`src/rtl/gpio_input_irq_if.sv`:
```
// Register-side bundle of the GPIO input/interrupt stage: configuration
// driven by the register slave, conditioned status returned to it.
interface gpio_input_irq_if #(
  parameter int WIDTH      = 8,
  parameter int DEBOUNCE_W = 16
);
  logic [WIDTH-1:0]      input_en;
  logic [DEBOUNCE_W-1:0] debounce_limit;
  logic [WIDTH-1:0]      rise_en;
  logic [WIDTH-1:0]      fall_en;
  logic [WIDTH-1:0]      irq_mask;
  logic [WIDTH-1:0]      pend_clr;
  logic [WIDTH-1:0]      pin_val;
  logic [WIDTH-1:0]      pending;
  logic                  irq;

  modport master (
    output input_en, debounce_limit, rise_en, fall_en, irq_mask, pend_clr,
    input  pin_val, pending, irq
  );

  modport slave (
    input  input_en, debounce_limit, rise_en, fall_en, irq_mask, pend_clr,
    output pin_val, pending, irq
  );
endinterface

```
`src/rtl/gpio_input_irq.sv`:
```
// GPIO input conditioning: per-bit synchroniser, programmable debounce,
// edge detection into a write-1-to-clear pending register, and a single
// level interrupt built only from flops and the mask.
module gpio_input_irq #(
  parameter int WIDTH       = 8,
  parameter int SYNC_STAGES = 2,
  parameter int DEBOUNCE_W  = 16
) (
  input  logic             clk,
  input  logic             rst,
  input  logic [WIDTH-1:0] pin_raw,
  gpio_input_irq_if.slave  bus
);

  logic [WIDTH-1:0]      sync_q [SYNC_STAGES];
  logic [WIDTH-1:0]      s;
  logic [DEBOUNCE_W-1:0] cnt_q [WIDTH];
  logic [WIDTH-1:0]      pin_val_q;
  logic [WIDTH-1:0]      pending_q;
  logic [WIDTH-1:0]      update;
  logic [WIDTH-1:0]      edge_set;

  assign s = sync_q[SYNC_STAGES-1];

  // Synchroniser chain; runs independently of input_en so a re-enabled bit
  // immediately sees the current pad level.
  always_ff @(posedge clk) begin
    if (rst) begin
      for (int k = 0; k < SYNC_STAGES; k++) sync_q[k] <= '0;
    end else begin
      sync_q[0] <= pin_raw;
      for (int k = 1; k < SYNC_STAGES; k++) sync_q[k] <= sync_q[k-1];
    end
  end

  // Update event: bit enabled, differs from the stable value, and has been
  // different long enough. >= also covers a limit lowered mid-count.
  always_comb begin
    update   = '0;
    edge_set = '0;
    for (int i = 0; i < WIDTH; i++) begin
      update[i] = bus.input_en[i] && (s[i] != pin_val_q[i]) &&
                  (cnt_q[i] >= bus.debounce_limit);
      edge_set[i] = update[i] &&
                    ((s[i] && bus.rise_en[i]) || (!s[i] && bus.fall_en[i]));
    end
  end

  // Per-bit debounce counters and stable value; counters saturate at the
  // limit by construction because reaching it always resets them.
  always_ff @(posedge clk) begin
    if (rst) begin
      for (int i = 0; i < WIDTH; i++) cnt_q[i] <= '0;
      pin_val_q <= '0;
    end else begin
      for (int i = 0; i < WIDTH; i++) begin
        if (!bus.input_en[i] || (s[i] == pin_val_q[i])) begin
          cnt_q[i] <= '0;
        end else if (update[i]) begin
          cnt_q[i]     <= '0;
          pin_val_q[i] <= s[i];
        end else begin
          cnt_q[i] <= cnt_q[i] + DEBOUNCE_W'(1);
        end
      end
    end
  end

  // Pending register: a new edge in the same cycle as a clear wins.
  always_ff @(posedge clk) begin
    if (rst) pending_q <= '0;
    else     pending_q <= (pending_q & ~bus.pend_clr) | edge_set;
  end

  assign bus.pin_val = pin_val_q;
  assign bus.pending = pending_q;
  assign bus.irq     = |(pending_q & bus.irq_mask);

endmodule
```
`src/flat_wrapper.sv`:
```
// flat-port wrapper written by rule: the top's interface ports become plain ports
module gpio_input_irq_flat 
#(
  parameter int WIDTH       = 8,
  parameter int SYNC_STAGES = 2,
  parameter int DEBOUNCE_W  = 16
)
  (clk, rst, pin_raw, bus_input_en, bus_debounce_limit, bus_rise_en, bus_fall_en, bus_irq_mask, bus_pend_clr, bus_pin_val, bus_pending, bus_irq);
  gpio_input_irq_if #(.WIDTH(WIDTH), .DEBOUNCE_W(DEBOUNCE_W)) bus_i ();
  input  logic clk;
  input  logic rst;
  input  logic [WIDTH-1:0] pin_raw;
  input wire logic [$bits(bus_i.input_en)-1:0] bus_input_en;
  input wire logic [$bits(bus_i.debounce_limit)-1:0] bus_debounce_limit;
  input wire logic [$bits(bus_i.rise_en)-1:0] bus_rise_en;
  input wire logic [$bits(bus_i.fall_en)-1:0] bus_fall_en;
  input wire logic [$bits(bus_i.irq_mask)-1:0] bus_irq_mask;
  input wire logic [$bits(bus_i.pend_clr)-1:0] bus_pend_clr;
  output wire logic [$bits(bus_i.pin_val)-1:0] bus_pin_val;
  output wire logic [$bits(bus_i.pending)-1:0] bus_pending;
  output wire logic [$bits(bus_i.irq)-1:0] bus_irq;
  assign bus_i.input_en = bus_input_en;
  assign bus_i.debounce_limit = bus_debounce_limit;
  assign bus_i.rise_en = bus_rise_en;
  assign bus_i.fall_en = bus_fall_en;
  assign bus_i.irq_mask = bus_irq_mask;
  assign bus_i.pend_clr = bus_pend_clr;
  assign bus_pin_val = bus_i.pin_val;
  assign bus_pending = bus_i.pending;
  assign bus_irq = bus_i.irq;
  gpio_input_irq #(.WIDTH(WIDTH), .SYNC_STAGES(SYNC_STAGES), .DEBOUNCE_W(DEBOUNCE_W)) u_core (.clk(clk), .rst(rst), .pin_raw(pin_raw), .bus(bus_i));
endmodule
```
`config.mk`:
```
export PLATFORM = sky130hd
export DESIGN_NAME = gpio_input_irq_flat
export DESIGN_NICKNAME = d
export VERILOG_FILES = /design/src/rtl/gpio_input_irq_if.sv /design/src/rtl/gpio_input_irq.sv /design/src/flat_wrapper.sv
export SDC_FILE = /design/constraint.sdc
export NUM_CORES = 1
export LEC_CHECK = 0
export CAP_MARGIN = 20
export CORE_UTILIZATION = 54
export DETAILED_ROUTE_END_ITERATION = 8
export PLACE_DENSITY = 0.78
export SLEW_MARGIN = 15
export SYNTH_ARGS = -nofsm -noshare
export SYNTH_HDL_FRONTEND = slang
export SYNTH_SLANG_ARGS = --single-unit
```
`constraint.sdc`:
```
create_clock -name clk -period 2.3 [get_ports clk]
set_clock_uncertainty 0.15 [all_clocks]
set_input_delay 0.23 -clock clk [delete_from_list [all_inputs] [get_ports clk]]
set_output_delay 0.23 -clock clk [all_outputs]
set_load 0.03 [all_outputs]
```
==> flow_metrics.tcl <==
set metrics [dict create \
    crit_path_start_kind "input pin" \
    worst_hold_path_type "input pin to flop" \
    synth_common_cells "nor2_1 (174), ha_1 (136), edfxtp_1 (128)" \
    fin_crit_sh_pct 101 \
    yosysWarnings 0 \
    diodes 0 \
    std_cell_rows 50 \
    dp.cells 1631 \
    yosysTopAreaCell "edfxtp_1" \
    yosysSeqAreaShare_pct 42.2 \
    synth.most_common_cell "nor2_1" \
    crit_fanout 16 \
    synth_area_mm2 0.0106 \
    die_area_mm2 0.0202 \
    max_clock_freq_mhz 431 \
    ir_drop_mv 0.554 \
    worst_hold_slack_ns 0.127 \
    track_usage_pct 27.7 \
    p_leak_nw 5.90 \
    cts_tree "yes" \
    grt_overflow 0 \
    drv_slew 0 \
    final_cells 1679 \
    setup.worst_path.end_class "flop" \
    p_per_area_mw_per_mm2 515 \
    clockBufferDepth 2 \
    ys_types 47 \
    layout-drive-gt1-share_pct 16.6 \
    drv_cap 0 \
    place_congestion 0.881 \
    coreArea_mm2 0.0190 \
    htree_levels 4 \
    die_h_um 142 \
    pre_cts_slack_ns -0.518 \
    drcViolationCount 0 \
    required_ns 2.34 \
    grt_pass1_wl_um 42600 \
    arrival_ns 2.36 \
    grt_pass1_vias 8694 \
    grt_max_degree 22 \
    synth_cells 1060 \
    drt_iter0_drc 718 \
    hold_viol_final 0 \
    antenna_found_initial 0 \
    period_needed_ns 2.32 \
    path_cells "clkdlybuf4s50_1 -> inv_2 -> buf_4 -> ha_1 -> nand4_1 -> nor3_2 -> nand4b_1 -> nand4b_2 -> buf_12 -> nor2_1" \
    yosysTopAreaCellShare_pct 36.2 \
    io_pins 83 \
    ys.flop_type "edfxtp_1" \
    synth.top_cells.by_area "edfxtp_1 (36%), ha_1 (16%), nor2_1 (6.1%)" \
    dp_hpwl_um 20200 \
    vias 9078 \
    ctsRootBufferMaster "clkbuf_16" \
    setup_viol 11 \
    numCtsBuffers 17 \
    cts.sinks 160 \
    async_reset_ff_share_pct 0 \
    violations "negative setup slack" \
    fin_ws_ns -0.0209 \
    cts_hold_buffers 0 \
    drt_pass1_iterations 5 \
    max_stage_delay_ns 0.48 \
    avgSynthCellArea_um2 10.0 \
    critical_path_class "input pin to flop" \
    start_util_pct 55.9 \
    numPortBuffers 82 \
    clkTransAtPathRegs_ns 0.07 \
    synthToLayoutAreaGrowth_pct 35.3 \
    ys_ff_latch 160 \
    worst-slew-pin-transition_ns 0.837 \
    vias_per_cell 5.41 \
    wl_um 28300 \
    synth-edff-count 128 \
    antenna_left 0 \
    fp.dieW_um 142 \
    nNetsFinal 1608 \
    relSlewSlack_pct 43.7 \
    critPathSlowestCell "clkdlybuf4s50_1" \
    insertion_delay_ns 0.44 \
    wl_per_cell_um 16.8 \
    outcome "complete, but fails checks" \
    rsz0062_at_grt "yes" \
]
report_power, final:
| group | internal, W | leakage, nW | switching (W) |
|---|---|---|---|
| Clock | 0.00175 | 0.306 | 0.00122 |
| Sequential | 0.00323 | 1.58 | 0.000113 |
| Combinational | 0.000533 | 4.01 | 0.000553 |
state kept, by name, summed over array words and instances (netlist names):
name	flops
u_core.sync_q	16
u_core.bus.pin_val	8
u_core.bus.pending	8
u_core.cnt_q	128
critical path: cells and delay by family:
family	cells	cell delay, ns
simple gates	5	0.96
buf+inv	4	0.88
fa+ha+maj	1	0.30
routing by layer:
metal	GRT usage [%]	vias to the layer above	part of all wire (%)
met4	10.2	0	2.7
met3	3.80	63	5.8
met5	0	-	0
met2	46.9	324	49
li1	-	4413	-
met1	36.0	4278	43
logic make-up after synthesis:
kind of cell / share of synthesized area (%)
simple gates: 20.4
flops: 42.2
fa+ha+maj: 16.0
compound gates: 7.74
xor+xnor: 9.81
buf+inv: 2.67
mux: 1.11
other cells: 0.0353
cell usage in the layout, fill, tap and decap left out, drive strengths merged, types with 11 or more instances in the layout:
master / netlist / layout
nand3: 56 / 56
inv: 50 / 52
nor2: 174 / 174
conb: 1 / 128
a21oi: 44 / 44
nand2: 76 / 76
o21ai: 20 / 20
buf: 9 / 131
edfxtp: 128 / 128
xnor2: 48 / 48
dfxtp: 32 / 32
clkbuf: 7 / 26
and4: 13 / 13
nor2b: 22 / 22
nand4: 33 / 34
xor2: 71 / 71
a31oi: 12 / 12
clkdlybuf4s50: 0 / 79
and3: 14 / 14
a22oi: 11 / 11
nor3: 19 / 19
nand2b: 17 / 17
ha: 136 / 136
worst paths after layout:
check,from,to,slack (ns),cells past startpoint
worst max register to register,u_core.cnt_q[0][63]$_SDFFCE_PN0P_,u_core.cnt_q[0][61]$_SDFFCE_PN0P_,0.01,6
worst min register to register,u_core.sync_q[0][1]$_SDFF_PP0_,u_core.sync_q[0][9]$_SDFF_PP0_,0.29,1
worst min-delay path,rst,u_core.sync_q[0][9]$_SDFF_PP0_,0.13,2
worst max-delay path,bus_debounce_limit[13],u_core.cnt_q[0][6]$_SDFFCE_PN0P_,-0.02,10
what timing repair did:
| item | in CTS | in global routing |
|---|---|---|
| setup buffers | 0 | 12 |
| pin swaps | 2 | 27 |
| resized for setup | 11 | 67 |
| hold endpoints to repair | 0 | 0 |
| gates cloned | 1 | 3 |
| endpoints found under the setup margin | 73 | 140 |
metrics by stage:
step	TNS (ns)	area, µm²	power, W	util [%]
floorplan	0	11100	0.00388	-
detailed placement	-63.13	13200	0.00435	69.3
finish	-0.128	14400	0.00740	75.6
global placement	-56.09	13200	0.00431	69.3
global route	-1.29	14400	0.00766	75.6
CTS	0	13900	0.00730	72.9
layout make-up:
class                   count  area, µm²
well taps                 260        325
inverters                  50        191
clock buffers              23        532
flip-flops and latches    160       4490
multi-input cells         962       6690
fillers                  1320       4650
repair buffers            215       2050
clock inverters             9       90.1
(Power assumes the default switching activity.)
